--- config.mk ---
export PLATFORM = sky130hd
export DESIGN_NAME = dvid_timing_sequencer
export DESIGN_NICKNAME = d
export VERILOG_FILES = /design/src/rtl/dvid_timing_pkg.sv /design/src/rtl/dvid_pix_div.sv /design/src/rtl/dvid_timing_sequencer.sv
export SDC_FILE = /design/constraint.sdc
export NUM_CORES = 1
export LEC_CHECK = 0
export CAP_MARGIN = 0
export CORE_MARGIN = 3
export CORE_UTILIZATION = 53
export CTS_CLUSTER_SIZE = 16
export DETAILED_ROUTE_END_ITERATION = 8
export PLACE_DENSITY = 0.87
export REMOVE_ABC_BUFFERS = 1
export SLEW_MARGIN = 20
export SYNTH_ARGS = -nofsm -noshare
export SYNTH_HDL_FRONTEND = slang
export SYNTH_HIERARCHICAL = 1
export SYNTH_SLANG_ARGS = --single-unit
--- constraint.sdc ---
create_clock -name clk_x5 -period 3.38 [get_ports clk_x5]
set_input_delay 0.507 -clock clk_x5 [delete_from_list [all_inputs] [get_ports clk_x5]]
set_output_delay 0.507 -clock clk_x5 [all_outputs]
set_load 0.005 [all_outputs]
--- src/rtl/dvid_timing_pkg.sv ---
// Shared constants and types for the DVI-D timing sequencer (640x480@60 defaults).
package dvid_timing_pkg;

    // Default 640x480@60 timing, in pixels and lines
    localparam int DEF_DIV      = 5;
    localparam int DEF_H_SYNC   = 96;
    localparam int DEF_H_BP     = 48;
    localparam int DEF_H_ACTIVE = 640;
    localparam int DEF_H_FP     = 16;
    localparam int DEF_V_SYNC   = 2;
    localparam int DEF_V_BP     = 33;
    localparam int DEF_V_ACTIVE = 480;
    localparam int DEF_V_FP     = 10;

    localparam int DEF_H_TOTAL = DEF_H_SYNC + DEF_H_BP + DEF_H_ACTIVE + DEF_H_FP;
    localparam int DEF_V_TOTAL = DEF_V_SYNC + DEF_V_BP + DEF_V_ACTIVE + DEF_V_FP;

    // Counter width covers totals up to 1024
    localparam int CNT_W = 10;
    localparam int PAT_W = 3;

    typedef enum logic [1:0] {
        IDLE  = 2'd0,
        RUN   = 2'd1,
        DRAIN = 2'd2
    } state_t;

endpackage

--- src/rtl/dvid_pix_div.sv ---
// Free-running pixel divider: pix_stb marks the last clk_x5 cycle of each pixel.
module dvid_pix_div
    import dvid_timing_pkg::*;
#(
    parameter int DIV = DEF_DIV
) (
    input  logic clk_x5,
    input  logic rst_n,
    output logic pix_stb
);

    localparam int DIV_W = $clog2(DIV);
    localparam logic [DIV_W-1:0] DIV_MAX = DIV_W'(DIV - 1);

    logic [DIV_W-1:0] div;

    // Count 0..DIV-1 and wrap; runs regardless of sequencer state
    always_ff @(posedge clk_x5 or negedge rst_n) begin
        if (!rst_n) begin
            div <= '0;
        end else if (div == DIV_MAX) begin
            div <= '0;
        end else begin
            div <= div + 1'b1;
        end
    end

    assign pix_stb = (div == DIV_MAX);

endmodule

--- src/rtl/dvid_timing_sequencer.sv ---
// DVI-D timing sequencer: pixel strobe, h/v counters, sync/de decode and
// frame-synchronous start/stop and pattern selection, all in the clk_x5 domain.
module dvid_timing_sequencer
    import dvid_timing_pkg::*;
#(
    parameter int DIV      = DEF_DIV,
    parameter int H_SYNC   = DEF_H_SYNC,
    parameter int H_BP     = DEF_H_BP,
    parameter int H_ACTIVE = DEF_H_ACTIVE,
    parameter int H_FP     = DEF_H_FP,
    parameter int V_SYNC   = DEF_V_SYNC,
    parameter int V_BP     = DEF_V_BP,
    parameter int V_ACTIVE = DEF_V_ACTIVE,
    parameter int V_FP     = DEF_V_FP
) (
    input  logic             clk_x5,
    input  logic             rst_n,
    input  logic             enable,
    output logic             pix_stb,
    output logic [CNT_W-1:0] hc,
    output logic [CNT_W-1:0] vc,
    output logic             hsync,
    output logic             vsync,
    output logic             de,
    output logic             frame_start,
    input  logic             sel_req,
    input  logic [PAT_W-1:0] sel_val,
    output logic             sel_ack,
    output logic [PAT_W-1:0] pattern
);

    localparam int H_TOTAL = H_SYNC + H_BP + H_ACTIVE + H_FP;
    localparam int V_TOTAL = V_SYNC + V_BP + V_ACTIVE + V_FP;

    if (H_TOTAL > 1024 || V_TOTAL > 1024) begin : g_total_check
        $error("dvid_timing_sequencer: H_TOTAL/V_TOTAL must not exceed 1024");
    end
    if (DIV < 2) begin : g_div_check
        $error("dvid_timing_sequencer: DIV must be at least 2");
    end

    localparam logic [CNT_W-1:0] H_LAST = CNT_W'(H_TOTAL - 1);
    localparam logic [CNT_W-1:0] V_LAST = CNT_W'(V_TOTAL - 1);

    // One extra bit so window ends equal to 1024 still compare correctly
    localparam int EXT_W = CNT_W + 1;
    localparam logic [EXT_W-1:0] H_SYNC_END = EXT_W'(H_SYNC);
    localparam logic [EXT_W-1:0] H_DE_LO    = EXT_W'(H_SYNC + H_BP);
    localparam logic [EXT_W-1:0] H_DE_HI    = EXT_W'(H_SYNC + H_BP + H_ACTIVE);
    localparam logic [EXT_W-1:0] V_SYNC_END = EXT_W'(V_SYNC);
    localparam logic [EXT_W-1:0] V_DE_LO    = EXT_W'(V_SYNC + V_BP);
    localparam logic [EXT_W-1:0] V_DE_HI    = EXT_W'(V_SYNC + V_BP + V_ACTIVE);

    // Returns {hsync, vsync, de} for a counter position; all low when not producing
    function automatic logic [2:0] decode_syncs(input logic running,
                                                input logic [CNT_W-1:0] h,
                                                input logic [CNT_W-1:0] v);
        logic [EXT_W-1:0] he;
        logic [EXT_W-1:0] ve;
        logic             hs;
        logic             vs;
        logic             da;
        he = {1'b0, h};
        ve = {1'b0, v};
        hs = (he < H_SYNC_END);
        vs = (ve < V_SYNC_END);
        da = (he >= H_DE_LO) && (he < H_DE_HI) && (ve >= V_DE_LO) && (ve < V_DE_HI);
        return running ? {hs, vs, da} : 3'b000;
    endfunction

    state_t           state;
    state_t           state_nxt;
    logic [CNT_W-1:0] hc_nxt;
    logic [CNT_W-1:0] vc_nxt;
    logic             hsync_nxt;
    logic             vsync_nxt;
    logic             de_nxt;
    logic             frame_wrap;
    logic             boundary;
    logic             accept;
    logic             fs_nxt;

    dvid_pix_div #(
        .DIV(DIV)
    ) u_pix_div (
        .clk_x5 (clk_x5),
        .rst_n  (rst_n),
        .pix_stb(pix_stb)
    );

    // Next state, counter advance, frame boundary and handshake acceptance
    always_comb begin
        state_nxt  = state;
        hc_nxt     = hc;
        vc_nxt     = vc;
        boundary   = 1'b0;
        frame_wrap = (hc == H_LAST) && (vc == V_LAST);
        if (pix_stb) begin
            case (state)
                IDLE: begin
                    // Counters already sit at (0,0); starting is itself a boundary
                    if (enable) begin
                        state_nxt = RUN;
                        boundary  = 1'b1;
                    end
                end
                RUN, DRAIN: begin
                    boundary = frame_wrap;
                    if (hc == H_LAST) begin
                        hc_nxt = '0;
                        vc_nxt = (vc == V_LAST) ? '0 : vc + 1'b1;
                    end else begin
                        hc_nxt = hc + 1'b1;
                    end
                    // Stopping only takes effect once the frame has wrapped
                    if (frame_wrap && !enable) begin
                        state_nxt = IDLE;
                    end else begin
                        state_nxt = enable ? RUN : DRAIN;
                    end
                end
                default: begin
                    state_nxt = IDLE;
                    hc_nxt    = '0;
                    vc_nxt    = '0;
                end
            endcase
        end
        accept = sel_req && ((state == IDLE) || boundary);
        fs_nxt = boundary && enable;
        {hsync_nxt, vsync_nxt, de_nxt} = decode_syncs(state_nxt != IDLE, hc_nxt, vc_nxt);
    end

    // Register state and every timing output together so they move with zero skew
    always_ff @(posedge clk_x5 or negedge rst_n) begin
        if (!rst_n) begin
            state       <= IDLE;
            hc          <= '0;
            vc          <= '0;
            hsync       <= 1'b0;
            vsync       <= 1'b0;
            de          <= 1'b0;
            frame_start <= 1'b0;
            sel_ack     <= 1'b0;
            pattern     <= '0;
        end else begin
            state       <= state_nxt;
            hc          <= hc_nxt;
            vc          <= vc_nxt;
            hsync       <= hsync_nxt;
            vsync       <= vsync_nxt;
            de          <= de_nxt;
            frame_start <= fs_nxt;
            sel_ack     <= accept;
            if (accept) begin
                pattern <= sel_val;
            end
        end
    end

endmodule

==> insert_results.sql, run 1 <==
INSERT INTO impl_metrics (metric_group, metric, value, unit) VALUES
('setup_path', 'cp.depth', '8', ''),
('detailed_routing', 'drc_errors_left', '0', ''),
('detailed_routing', 'wl_met2', '2.43', 'mm'),
('status', 'outcome', 'completed', ''),
('setup_path', 'path_cells', 'ha_1 -> nand4_2 -> or4_4 -> o21ai_4 -> o31ai_2 -> a2111oi_4 -> mux2i_1 -> a21oi_1', ''),
('timing', 'finalCriticalPeriod', '2850', 'ps'),
('timing', 'final-max-slew-violation-count', '0', ''),
('yosys', 'synth_enable_flop_cells', '0', ''),
('timing', 'number_of_setup_violations_in_the_final_report', '0', ''),
('setup_path', 'timing.critical_path.arrival', '3010', 'ps'),
('layout', 'final_layout_size_suffix_gt1_share', '11.5', '%'),
('timing', 'timing.slew.headroom', '58.0', '%'),
('clocking', 'postCtsSetupBuffers', '0', ''),
('timing', 'setup-tns-final', '0', 'ps'),
('global_route', 'initial_antenna_violation_count', '0', ''),
('setup_path', 'cp_top_family', 'simple AND/OR/NAND/NOR gates', ''),
('detailed_routing', 'metal1_wirelength', '2.26', 'mm'),
('layout', 'n_antenna_cell', '0', ''),
('yosys', 'synth_warnings', '6', ''),
('layout', 'ff_latch_area', '826', 'µm²'),
('timing', 'hold-worst-slack', '461', 'ps'),
('place', 'placement.io_buffers', '35', ''),
('layout', 'area_growth_syn_to_layout', '23.0', '%'),
('yosys', 'post_synth_inst_count', '224', ''),
('layout', 'multi_input_comb_area', '1150', 'µm²'),
('power_and_ir_drop', 'power.density', '618', 'nW/µm²'),
('global_route', 'global_route.overflow_total', '0', ''),
('timing', 'max_slew.worst_pin.slew', '628', 'ps'),
('yosys', 'synth_seq_cells', '33', ''),
('yosys', 'synthesis.area', '2070', 'µm²'),
('floorplanning', 'core', '3720', 'µm²'),
('global_route', 'first_global_vias', '1734', ''),
('yosys', 'ys_dominant_reg_cell', 'dfrtp_1', ''),
('place', 'last_weighted_congestion_value_of_the_routability_driven_placer', '0.940', ''),
('floorplanning', 'die_w', '68.5', 'µm'),
('clocking', 'cts_tree', 'built', ''),
('power_and_ir_drop', 'vdd_ir_drop_max', '0.434', 'mV'),
('yosys', 'netlist-cell-type-count', '63', ''),
('min_path', 'worst_hold_path_type', 'reg -> reg', ''),
('timing', 'setup_repair_after_global_routing_missed_its_margin', 'no', ''),
('detailed_routing', 'via_density_per_instance', '6.42', ''),
('setup_path', 'critPathCaptureType', 'flip-flop', ''),
('layout', 'fill_count', '274', ''),
('setup_path', 'critical_path.startpoint_type', 'flip-flop', ''),
('detailed_routing', 'drt_pass1_iterations', '4', ''),
('setup_path', 'cp_data_required_time', '3540', 'ps'),
('floorplanning', 'die_area', '4690', 'µm²'),
('detailed_routing', 'vias', '1983', ''),
('yosys', 'proportion_of_synthesized_chip_area_in_sequential_cells', '39.9', '%'),
('clocking', 'postCtsHoldBufs', '0', ''),
('detailed_routing', 'route.met3.wl', '346', 'µm'),
('detailed_routing', 'detail_route.wl_per_cell', '16.6', 'µm'),
('yosys', 'async_flop_share', '100', '%'),
('setup_path', 'worst_r2r_path_depth', '8', ''),
('yosys', 'avgSynthCellArea', '9.24', 'µm²'),
('yosys', 'synth_top_area_share', '39.9', '%'),
('global_route', 'grt_max_degree', '34', ''),
('global_route', 'combined_global_route_utilization_of_all_metal_layers', '24.6', '%'),
('clocking', 'cts_root_buf', 'clkbuf_8', ''),
('setup_path', 'cp.buffers_inverters', '0', ''),
('clocking', 'post_cts_resized', '0', ''),
('detailed_routing', 'wirelength', '5.12', 'mm'),
('timing', 'final_cycle_utilization_of_the_critical_path', '84.4', '%'),
('setup_path', 'largest_driver_fanout_on_the_critical_path', '14', ''),
('layout', 'layout.nets', '275', ''),
('yosys', 'synth.area.top_cells', 'dfrtp_1, o21ai_0, ha_1', ''),
('setup_path', 'critPathKind', 'reg -> reg', ''),
('floorplanning', 'floorplan.initialDensity', '55.7', '%'),
('global_route', 'first_pass_grt_wire_length', '8.45', 'mm'),
('clocking', 'clk_pin_slew', '70', 'ps'),
('flow_run', 'drv.max_cap_violation_count', '0', '');
-- placed cells by master, fill, tap and decap left out, types with 3 or more instances in the layout --
cell and n:
nand2b_1 4, and2_1 5, a21oi_1 13, dfrtp_1 33, nor3_1 4, nor2_1 9, clkdlybuf4s50_1 35, mux2i_1 4
ha_1 7, o21ai_0 19, mux2_2 3, clkbuf_8 6, nand3_1 11, or3_1 3, inv_1 14, nor4_1 4
nand2_1 22, a31oi_1 4, nand4_1 5, buf_4 3
-- power by group --
| group | internal [mW] | leakage [nW] | switching, mW |
|---|---|---|---|
| Sequential | 0.468 | 0.428 | 0.0593 |
| Clock | 0.161 | 0.0443 | 0.133 |
| Combinational | 0.315 | 0.565 | 0.436 |
-- cells in the mapped netlist, drive strengths merged (5+ instances only) --
master  count
a21oi      13
and2        7
clkbuf      5
dfrtp      33
ha          7
inv        14
nand2      22
nand3      11
nand4       6
nor2        9
nor4        5
o21ai      22
or3         7
-- kinds of logic after synthesis --
| family | Yosys count | synth area share, % |
|---|---|---|
| flip-flops | 33 | 39.9 |
| AO/OA/AOI/OAI | 67 | 22.7 |
| buffers and inverters | 22 | 4.65 |
| AND/OR/NAND/NOR | 88 | 25.0 |
| multiplexers | 7 | 3.57 |
| adder cells (fa/ha/maj) | 7 | 4.23 |
-- routing by layer --
metal  vias up  track usage [%]
met3        11             5.09
met5         -                0
met1       969             34.2
met2        91             37.8
li1        912                -
met4         0             8.19
-- registers in the layout, summed over array words and instances, names as in the netlist --
register       count
hc                10
vc                10
pattern            3
u_pix_div/div      3
state              2
de                 1
frame_start        1
hsync              1
sel_ack            1
vsync              1
-- through the flow --
stage	util, %	cell area [µm²]	worst slack [ps]	power (mW)	std cells
after floorplan	-	2030	784	0.971	216
after global placement	66.2	2460	627	1.25	302
after detailed placement	66.2	2460	587	1.27	302
after CTS	68.5	2540	563	1.56	309
after global routing	68.5	2540	365	1.67	309
final	68.5	2540	529	1.57	309
-- final timing paths --
path | startpoint | end | slack [ps]
min | u_pix_div/div[0]$_DFF_PN0_ | u_pix_div/div[0]$_DFF_PN0_ | 460
min reg2reg | u_pix_div/div[0]$_DFF_PN0_ | u_pix_div/div[0]$_DFF_PN0_ | 460
max reg2reg | hc[0]$_DFF_PN0_ | de$_DFF_PN0_ | 530
max | hc[0]$_DFF_PN0_ | de$_DFF_PN0_ | 530
min in group asynchronous | rst_n | hc[1]$_DFF_PN0_ | 620
max in group asynchronous | rst_n | vc[8]$_DFF_PN0_ | 2460
-- final cells by class --
cell class,count,area share [%]
inverter,14,2.06
multi-input combinational,169,45.1
tap,48,2.36
timing repair buffer,38,14.7
sequential,33,32.4
clock buffer,7,3.39
Note: power is estimated with default switching activity, not from simulation.
==> run 2, diff against run 1 <==
==> constraint.sdc (replaced) <==
create_clock -name clk_x5 -period 2.9 [get_ports clk_x5]
set_input_delay 0.435 -clock clk_x5 [delete_from_list [all_inputs] [get_ports clk_x5]]
set_output_delay 0.435 -clock clk_x5 [all_outputs]
set_load 0.005 [all_outputs]
==> insert_results.sql, run 2 (same netlist as run 1, synthesis figures left out) <==
INSERT INTO impl_metrics (metric_group, metric, value, unit) VALUES
('status', 'outcome', 'completed', ''),
('place', 'place_hpwl', '3.87', 'mm'),
('clocking', 'cts_tree', 'built', ''),
('detailed_routing', 'drt_pass1_iterations', '5', ''),
('floorplanning', 'core', '3720', 'µm²'),
('setup_path', 'path_cells', 'ha_1 -> nand4_2 -> or4_4 -> o21ai_4 -> o31ai_2 -> a2111oi_4 -> mux2i_1 -> a21oi_1', ''),
('setup_path', 'timing.critical_path.arrival', '2950', 'ps'),
('layout', 'mostFrequentLayoutCells', 'clkdlybuf4s50_1, dfrtp_1, nand2_1', ''),
('setup_path', 'crit_slowest_cell', 'or4_4', ''),
('global_route', 'grt_max_degree', '34', ''),
('layout', 'final_layout_size_suffix_gt1_share', '14.9', '%'),
('timing', 'final_cycle_utilization_of_the_critical_path', '96.0', '%'),
('clocking', 'htree_num_levels', '2', ''),
('timing', 'final-hold-violation-count', '0', ''),
('layout', 'layout.cells.most_common', 'clkdlybuf4s50_1', ''),
('power_and_ir_drop', 'power.density', '765', 'nW/µm²'),
('clocking', 'clk_pin_slew', '70', 'ps'),
('floorplanning', 'die_w', '68.5', 'µm'),
('setup_path', 'cp.depth', '8', ''),
('layout', 'layout.nets', '282', ''),
('floorplanning', 'die_area', '4690', 'µm²'),
('power_and_ir_drop', 'power.sequential.fraction', '30.2', '%'),
('floorplanning', 'io-pin-count', '36', ''),
('global_route', 'first_global_vias', '1856', ''),
('setup_path', 'cp.buffers_inverters', '0', ''),
('layout', 'top_registers', 'hc: 10 flops, vc: 10 flops', ''),
('timing', 'setup_repair_after_global_routing_missed_its_margin', 'no', ''),
('floorplanning', 'floorplan.initialDensity', '55.7', '%'),
('min_path', 'min_delay_worst_endpoint', 'u_pix_div/div[0]$_DFF_PN0_', ''),
('global_route', 'initial_antenna_violation_count', '0', ''),
('timing', 'setup-tns-final', '0', 'ps'),
('detailed_routing', 'drt.antenna.violating_nets', '0', ''),
('layout', 'n_antenna_cell', '0', ''),
('clocking', 'worst_skew_pair.late_latency', '290', 'ps'),
('global_route', 'first_pass_grt_wire_length', '8.94', 'mm'),
('global_route', 'global_route.overflow_total', '0', ''),
('global_route', 'combined_global_route_utilization_of_all_metal_layers', '25.7', '%'),
('setup_path', 'worst_r2r_path_depth', '8', ''),
('min_path', 'hold_path_depth', '1', ''),
('place', 'placement.io_buffers', '35', ''),
('setup_path', 'crit-reg2reg-capture', 'de$_DFF_PN0_', ''),
('detailed_routing', 'wirelength', '5.30', 'mm'),
('clocking', 'ctsLongestPathBuffers', '2', ''),
('power_and_ir_drop', 'vdd_ir_drop_max', '0.549', 'mV'),
('min_path', 'hp-start', 'u_pix_div/div[0]$_DFF_PN0_', ''),
('power_and_ir_drop', 'p_comb_share', '47.5', '%'),
('detailed_routing', 'via_density_per_instance', '6.23', ''),
('setup_path', 'reg2reg_setup_slack', '120', 'ps'),
('flow_run', 'drv.max_cap_violation_count', '0', ''),
('place', 'last_weighted_congestion_value_of_the_routability_driven_placer', '0.936', ''),
('timing', 'number_of_setup_violations_in_the_final_report', '0', ''),
('power_and_ir_drop', 'cellLeakagePower', '1.09', 'nW'),
('power_and_ir_drop', 'p_clk_share', '22.3', '%'),
('setup_path', 'timing.rr.start', 'hc[0]$_DFF_PN0_', ''),
('timing', 'finClkSkew', '8.78', 'ps'),
('setup_path', 'cp_top_family', 'compound AO/OA/AOI/OAI gates', ''),
('timing', 'timing.slew.headroom', '61.5', '%'),
('detailed_routing', 'vias', '1974', ''),
('layout', 'fill_count', '277', ''),
('detailed_routing', 'drc_errors_left', '0', ''),
('power_and_ir_drop', 'power_switching_share', '38.3', '%'),
('detailed_routing', 'detail_route.wl_per_cell', '16.7', 'µm'),
('timing', 'hold-worst-slack', '469', 'ps'),
('power_and_ir_drop', 'p_int', '1.25', 'mW'),
('layout', 'area_growth_syn_to_layout', '27.5', '%'),
('setup_path', 'cp_data_required_time', '3070', 'ps'),
('clocking', 'cts_root_buf', 'clkbuf_8', ''),
('min_path', 'worst_hold_path_type', 'reg -> reg', ''),
('setup_path', 'critPathKind', 'reg -> reg', ''),
('timing', 'final-max-slew-violation-count', '0', ''),
('floorplanning', 'die_h', '68.5', 'µm'),
('detailed_routing', 'drt_iter0_markers', '156', ''),
('clocking', 'cts_sinks', '33', ''),
('floorplanning', 'core.rowCount', '22', ''),
('power_and_ir_drop', 'p_sw', '0.772', 'mW'),
('setup_path', 'timing.critical_path.slowest_cell_delay', '650', 'ps'),
('timing', 'max_slew.worst_pin.slew', '573', 'ps'),
('setup_path', 'critical_path.startpoint_type', 'flip-flop', ''),
('timing', 'finalCriticalPeriod', '2780', 'ps'),
('setup_path', 'largest_driver_fanout_on_the_critical_path', '9', ''),
('clocking', 'postCtsHoldBufs', '0', ''),
('setup_path', 'critPathCaptureType', 'flip-flop', ''),
('timing', 'max_freq', '359', 'MHz'),
('clocking', 'numCtsBuffers', '5', '');
run 2: changes by cell type in the layout (fill, tap and decap cells not counted):
| cell | change |
|---|---|
| a31oi_1 | -1 |
| a31oi_2 | +1 |
| buf_4 | +7 |
| bufinv_16 | +1 |
| nor3_1 | -1 |
| nor3_2 | +1 |
| o21ai_0 | -1 |
| o21ai_1 | +1 |
run 2: per-layer routing:
| metal | GRT usage (%) | vias to the layer above | routed length, µm |
|---|---|---|---|
| met2 | 38.7 | 92 | 2490 |
| li1 | - | 926 | - |
| met1 | 36.5 | 945 | 2300 |
| met4 | 9.93 | 0 | 82 |
| met5 | 0 | - | 0 |
| met3 | 4.27 | 11 | 425 |
run 2: worst max-delay path by stage:
stage	slack, ps	from	end
final	120	hc[0]$_DFF_PN0_	de$_DFF_PN0_
after global routing	0.8	hc[1]$_DFF_PN0_	de$_DFF_PN0_
after CTS	140	hc[0]$_DFF_PN0_	de$_DFF_PN0_
after detailed placement	190	hc[0]$_DFF_PN0_	de$_DFF_PN0_
after global placement	220	hc[0]$_DFF_PN0_	de$_DFF_PN0_
after floorplan	300	hc[0]$_DFF_PN0_	de$_DFF_PN0_
run 2: repair_timing:
action / in CTS / in global routing
hold endpoints to repair: 0 / 0
gates resized for setup: 0 / 3
setup endpoints to repair: 0 / 1
buffers inserted: 0 / 0
run 2: cell type report:
cell class                      instances  area [µm²]  share of cell area (%)
Clock buffer                            7        86.3                    3.27
Clock inverter                          1        30.0                    1.14
Inverter                               14        52.6                    1.99
Sequential cell                        33         826                    31.3
Timing Repair Buffer                   45         425                    16.1
Tap cell                               48        60.1                    2.28
Multi-Input combinational cell        169        1160                    43.9
run 2: stage by stage:
stage	cell area (µm²)	setup WS (ps)	util [%]	instances	total power, mW
after global placement	2510	218	67.6	309	1.52
after detailed placement	2510	186	67.6	309	1.54
after CTS	2630	141	70.7	317	2.00
after floorplan	2030	304	-	216	1.13
final	2640	116	71.0	317	2.02
after global routing	2640	0.761	71.0	317	2.14
run 2: power groups by stage:
stage | Sequential [mW] | Clock, mW | Combinational, mW
4_1_cts | 0.610 | 0.457 | 0.934
2_1_floorplan | 0.616 | 0 | 0.516
3_5_place_dp | 0.617 | 0 | 0.919
3_3_place_gp | 0.611 | 0 | 0.905
6_report | 0.610 | 0.450 | 0.958
5_1_grt | 0.623 | 0.474 | 1.05
==> run 3, diff against run 2 <==
--- a/config.mk
+++ b/config.mk
@@ -5,12 +5,13 @@
 export SDC_FILE = /design/constraint.sdc
 export NUM_CORES = 1
 export LEC_CHECK = 0
+export ABC_CLOCK_PERIOD_IN_PS = 3400
 export CAP_MARGIN = 0
 export CORE_MARGIN = 3
-export CORE_UTILIZATION = 53
+export CORE_UTILIZATION = 55
 export CTS_CLUSTER_SIZE = 16
 export DETAILED_ROUTE_END_ITERATION = 8
-export PLACE_DENSITY = 0.87
+export PLACE_DENSITY = 0.9
 export REMOVE_ABC_BUFFERS = 1
 export SLEW_MARGIN = 20
 export SYNTH_ARGS = -nofsm -noshare
==> constraint.sdc (replaced) <==
create_clock -name clk_x5 -period 3.4 [get_ports clk_x5]
set_input_delay 0.51 -clock clk_x5 [delete_from_list [all_inputs] [get_ports clk_x5]]
set_output_delay 0.51 -clock clk_x5 [all_outputs]
set_load 0.005 [all_outputs]
==> insert_results.sql, run 3 (same netlist as run 1, synthesis figures left out) <==
INSERT INTO impl_metrics (metric_group, metric, value, unit) VALUES
('timing', 'max_freq', '349', 'MHz'),
('timing', 'finalCriticalPeriod', '2870', 'ps'),
('layout', 'area_growth_syn_to_layout', '23.6', '%'),
('timing', 'final-max-slew-violation-count', '0', ''),
('power_and_ir_drop', 'vdd_ir_drop_max', '0.416', 'mV'),
('detailed_routing', 'wirelength', '5.15', 'mm'),
('global_route', 'combined_global_route_utilization_of_all_metal_layers', '24.8', '%'),
('setup_path', 'cp_data_required_time', '3580', 'ps'),
('global_route', 'initial_antenna_violation_count', '0', ''),
('detailed_routing', 'vias', '1902', ''),
('clocking', 'worst_skew_pair.late_latency', '290', 'ps'),
('layout', 'top_registers', 'hc: 10 flops, vc: 10 flops', ''),
('place', 'place_hpwl', '3.65', 'mm'),
('min_path', 'hp-start', 'u_pix_div/div[0]$_DFF_PN0_', ''),
('clocking', 'postCtsHoldBufs', '0', ''),
('global_route', 'first_pass_grt_wire_length', '8.41', 'mm'),
('layout', 'n_antenna_cell', '0', ''),
('floorplanning', 'die_h', '67.3', 'µm'),
('setup_path', 'cp.buffers_inverters', '0', ''),
('floorplanning', 'core.rowCount', '21', ''),
('setup_path', 'worstSetupStartpoint', 'hc[0]$_DFF_PN0_', ''),
('timing', 'number_of_setup_violations_in_the_final_report', '0', ''),
('setup_path', 'timing.critical_path.arrival', '3050', 'ps'),
('layout', 'layout.nets', '273', ''),
('layout', 'ff_latch_area', '826', 'µm²'),
('setup_path', 'cp_top_family', 'simple AND/OR/NAND/NOR gates', ''),
('floorplanning', 'die_w', '67.3', 'µm'),
('global_route', 'global_route.overflow_total', '0', ''),
('floorplanning', 'floorplan.initialDensity', '59.7', '%'),
('setup_path', 'timing.critical_path.slowest_cell_delay', '690', 'ps'),
('place', 'dpl_worst_slack', '575', 'ps'),
('clocking', 'post_cts_resized', '0', ''),
('setup_path', 'crit_slowest_cell', 'or4_4', ''),
('detailed_routing', 'drt.antenna.violating_nets', '0', ''),
('floorplanning', 'core', '3470', 'µm²'),
('status', 'outcome', 'completed', ''),
('min_path', 'worst_hold_path_type', 'reg -> reg', ''),
('clocking', 'cts_root_buf', 'clkbuf_8', ''),
('timing', 'timing.final.ws_setup', '531', 'ps'),
('clocking', 'clk_pin_slew', '70', 'ps'),
('detailed_routing', 'detail_route.wl_per_cell', '16.8', 'µm'),
('layout', 'multi_input_comb_area', '1150', 'µm²'),
('layout', 'mostFrequentLayoutCells', 'clkdlybuf4s50_1, dfrtp_1, nand2_1', ''),
('power_and_ir_drop', 'power.density', '640', 'nW/µm²'),
('setup_path', 'largest_driver_fanout_on_the_critical_path', '14', ''),
('layout', 'final_layout_size_suffix_gt1_share', '11.2', '%'),
('detailed_routing', 'drc_errors_left', '0', ''),
('layout', 'post-route-util', '73.7', '%'),
('timing', 'finClkSkew', '5.81', 'ps'),
('timing', 'max_slew.worst_pin.slew', '728', 'ps'),
('layout', 'layout.cells.most_common', 'clkdlybuf4s50_1', ''),
('setup_path', 'timing.rr.start', 'hc[0]$_DFF_PN0_', ''),
('global_route', 'first_global_vias', '1772', ''),
('place', 'placement.io_buffers', '35', ''),
('layout', 'fill_count', '267', ''),
('clocking', 'ctsLongestPathBuffers', '2', ''),
('detailed_routing', 'drt_iter0_markers', '147', ''),
('timing', 'setup-tns-final', '0', 'ps'),
('place', 'last_weighted_congestion_value_of_the_routability_driven_placer', '0.867', ''),
('floorplanning', 'die_area', '4530', 'µm²'),
('detailed_routing', 'drt_pass1_iterations', '4', ''),
('global_route', 'grt_max_degree', '34', ''),
('setup_path', 'critPathCaptureType', 'flip-flop', ''),
('clocking', 'htree_num_levels', '2', ''),
('clocking', 'cts_sinks', '33', ''),
('clocking', 'numCtsBuffers', '5', ''),
('timing', 'timing.slew.headroom', '51.0', '%'),
('timing', 'final-hold-violation-count', '0', ''),
('flow_run', 'drv.max_cap_violation_count', '0', ''),
('timing', 'setup_repair_after_global_routing_missed_its_margin', 'no', ''),
('setup_path', 'critical_path.startpoint_type', 'flip-flop', ''),
('power_and_ir_drop', 'post-layout-total-power', '1.64', 'mW'),
('detailed_routing', 'via_density_per_instance', '6.22', ''),
('clocking', 'postCtsSetupBuffers', '0', ''),
('clocking', 'cts_tree', 'built', ''),
('floorplanning', 'io-pin-count', '36', ''),
('power_and_ir_drop', 'cellLeakagePower', '1.04', 'nW'),
('setup_path', 'critPathKind', 'reg -> reg', ''),
('timing', 'final_cycle_utilization_of_the_critical_path', '84.4', '%'),
('setup_path', 'path_cells', 'ha_1 -> nand4_2 -> or4_4 -> o21ai_0 -> a31oi_1 -> nor3_1 -> nand3_1 -> nor4_1', '');
-- run 3: changes by cell type in the layout (fill, tap and decap cells not counted), sizes merged --
cell / before / now
buf: 10 / 1
-- run 3: final timing paths --
path                            slack (ps)                    endpoint  cells past startpoint
max in group asynchronous             2480             vc[5]$_DFF_PN0_                      2
worst max-delay path                   530             vsync$_DFF_PN0_                      8
min in group asynchronous              620  u_pix_div/div[0]$_DFF_PN0_                      2
worst min-delay path                   460  u_pix_div/div[0]$_DFF_PN0_                      1
worst max register to register         530             vsync$_DFF_PN0_                      8
worst min register to register         460  u_pix_div/div[0]$_DFF_PN0_                      1
-- run 3: per-stage QoR --
step / area [µm²] / instances / hold WS, ps
after floorplan: 2030 / 216 / 214
after global placement: 2440 / 298 / 457
after detailed placement: 2440 / 298 / 457
after CTS: 2560 / 306 / 465
after global routing: 2560 / 306 / 480
final: 2560 / 306 / 460
-- run 3: area by class of cell --
class	count	share of cell area, %
clock buffers	7	3.38
multi-input cells	169	44.9
inverters	14	2.05
repair buffers	36	14.0
clock inverters	1	1.17
well taps	46	2.25
flip-flops and latches	33	32.3
-- run 3: power breakdown --
group	internal (mW)	leakage, nW	total [mW]	switching (mW)
clock network	0.239	0.0585	0.384	0.145
logic	0.304	0.555	0.729	0.425
registers	0.465	0.428	0.523	0.0575
-- run 3: routing by layer --
metal / track usage [%] / vias up / part of all wire, %
met5: 0 / - / 0
met4: 7.85 / 0 / 1.5
met3: 5.99 / 10 / 6.7
met2: 39.1 / 71 / 47
met1: 33.5 / 918 / 45
li1: - / 903 / -
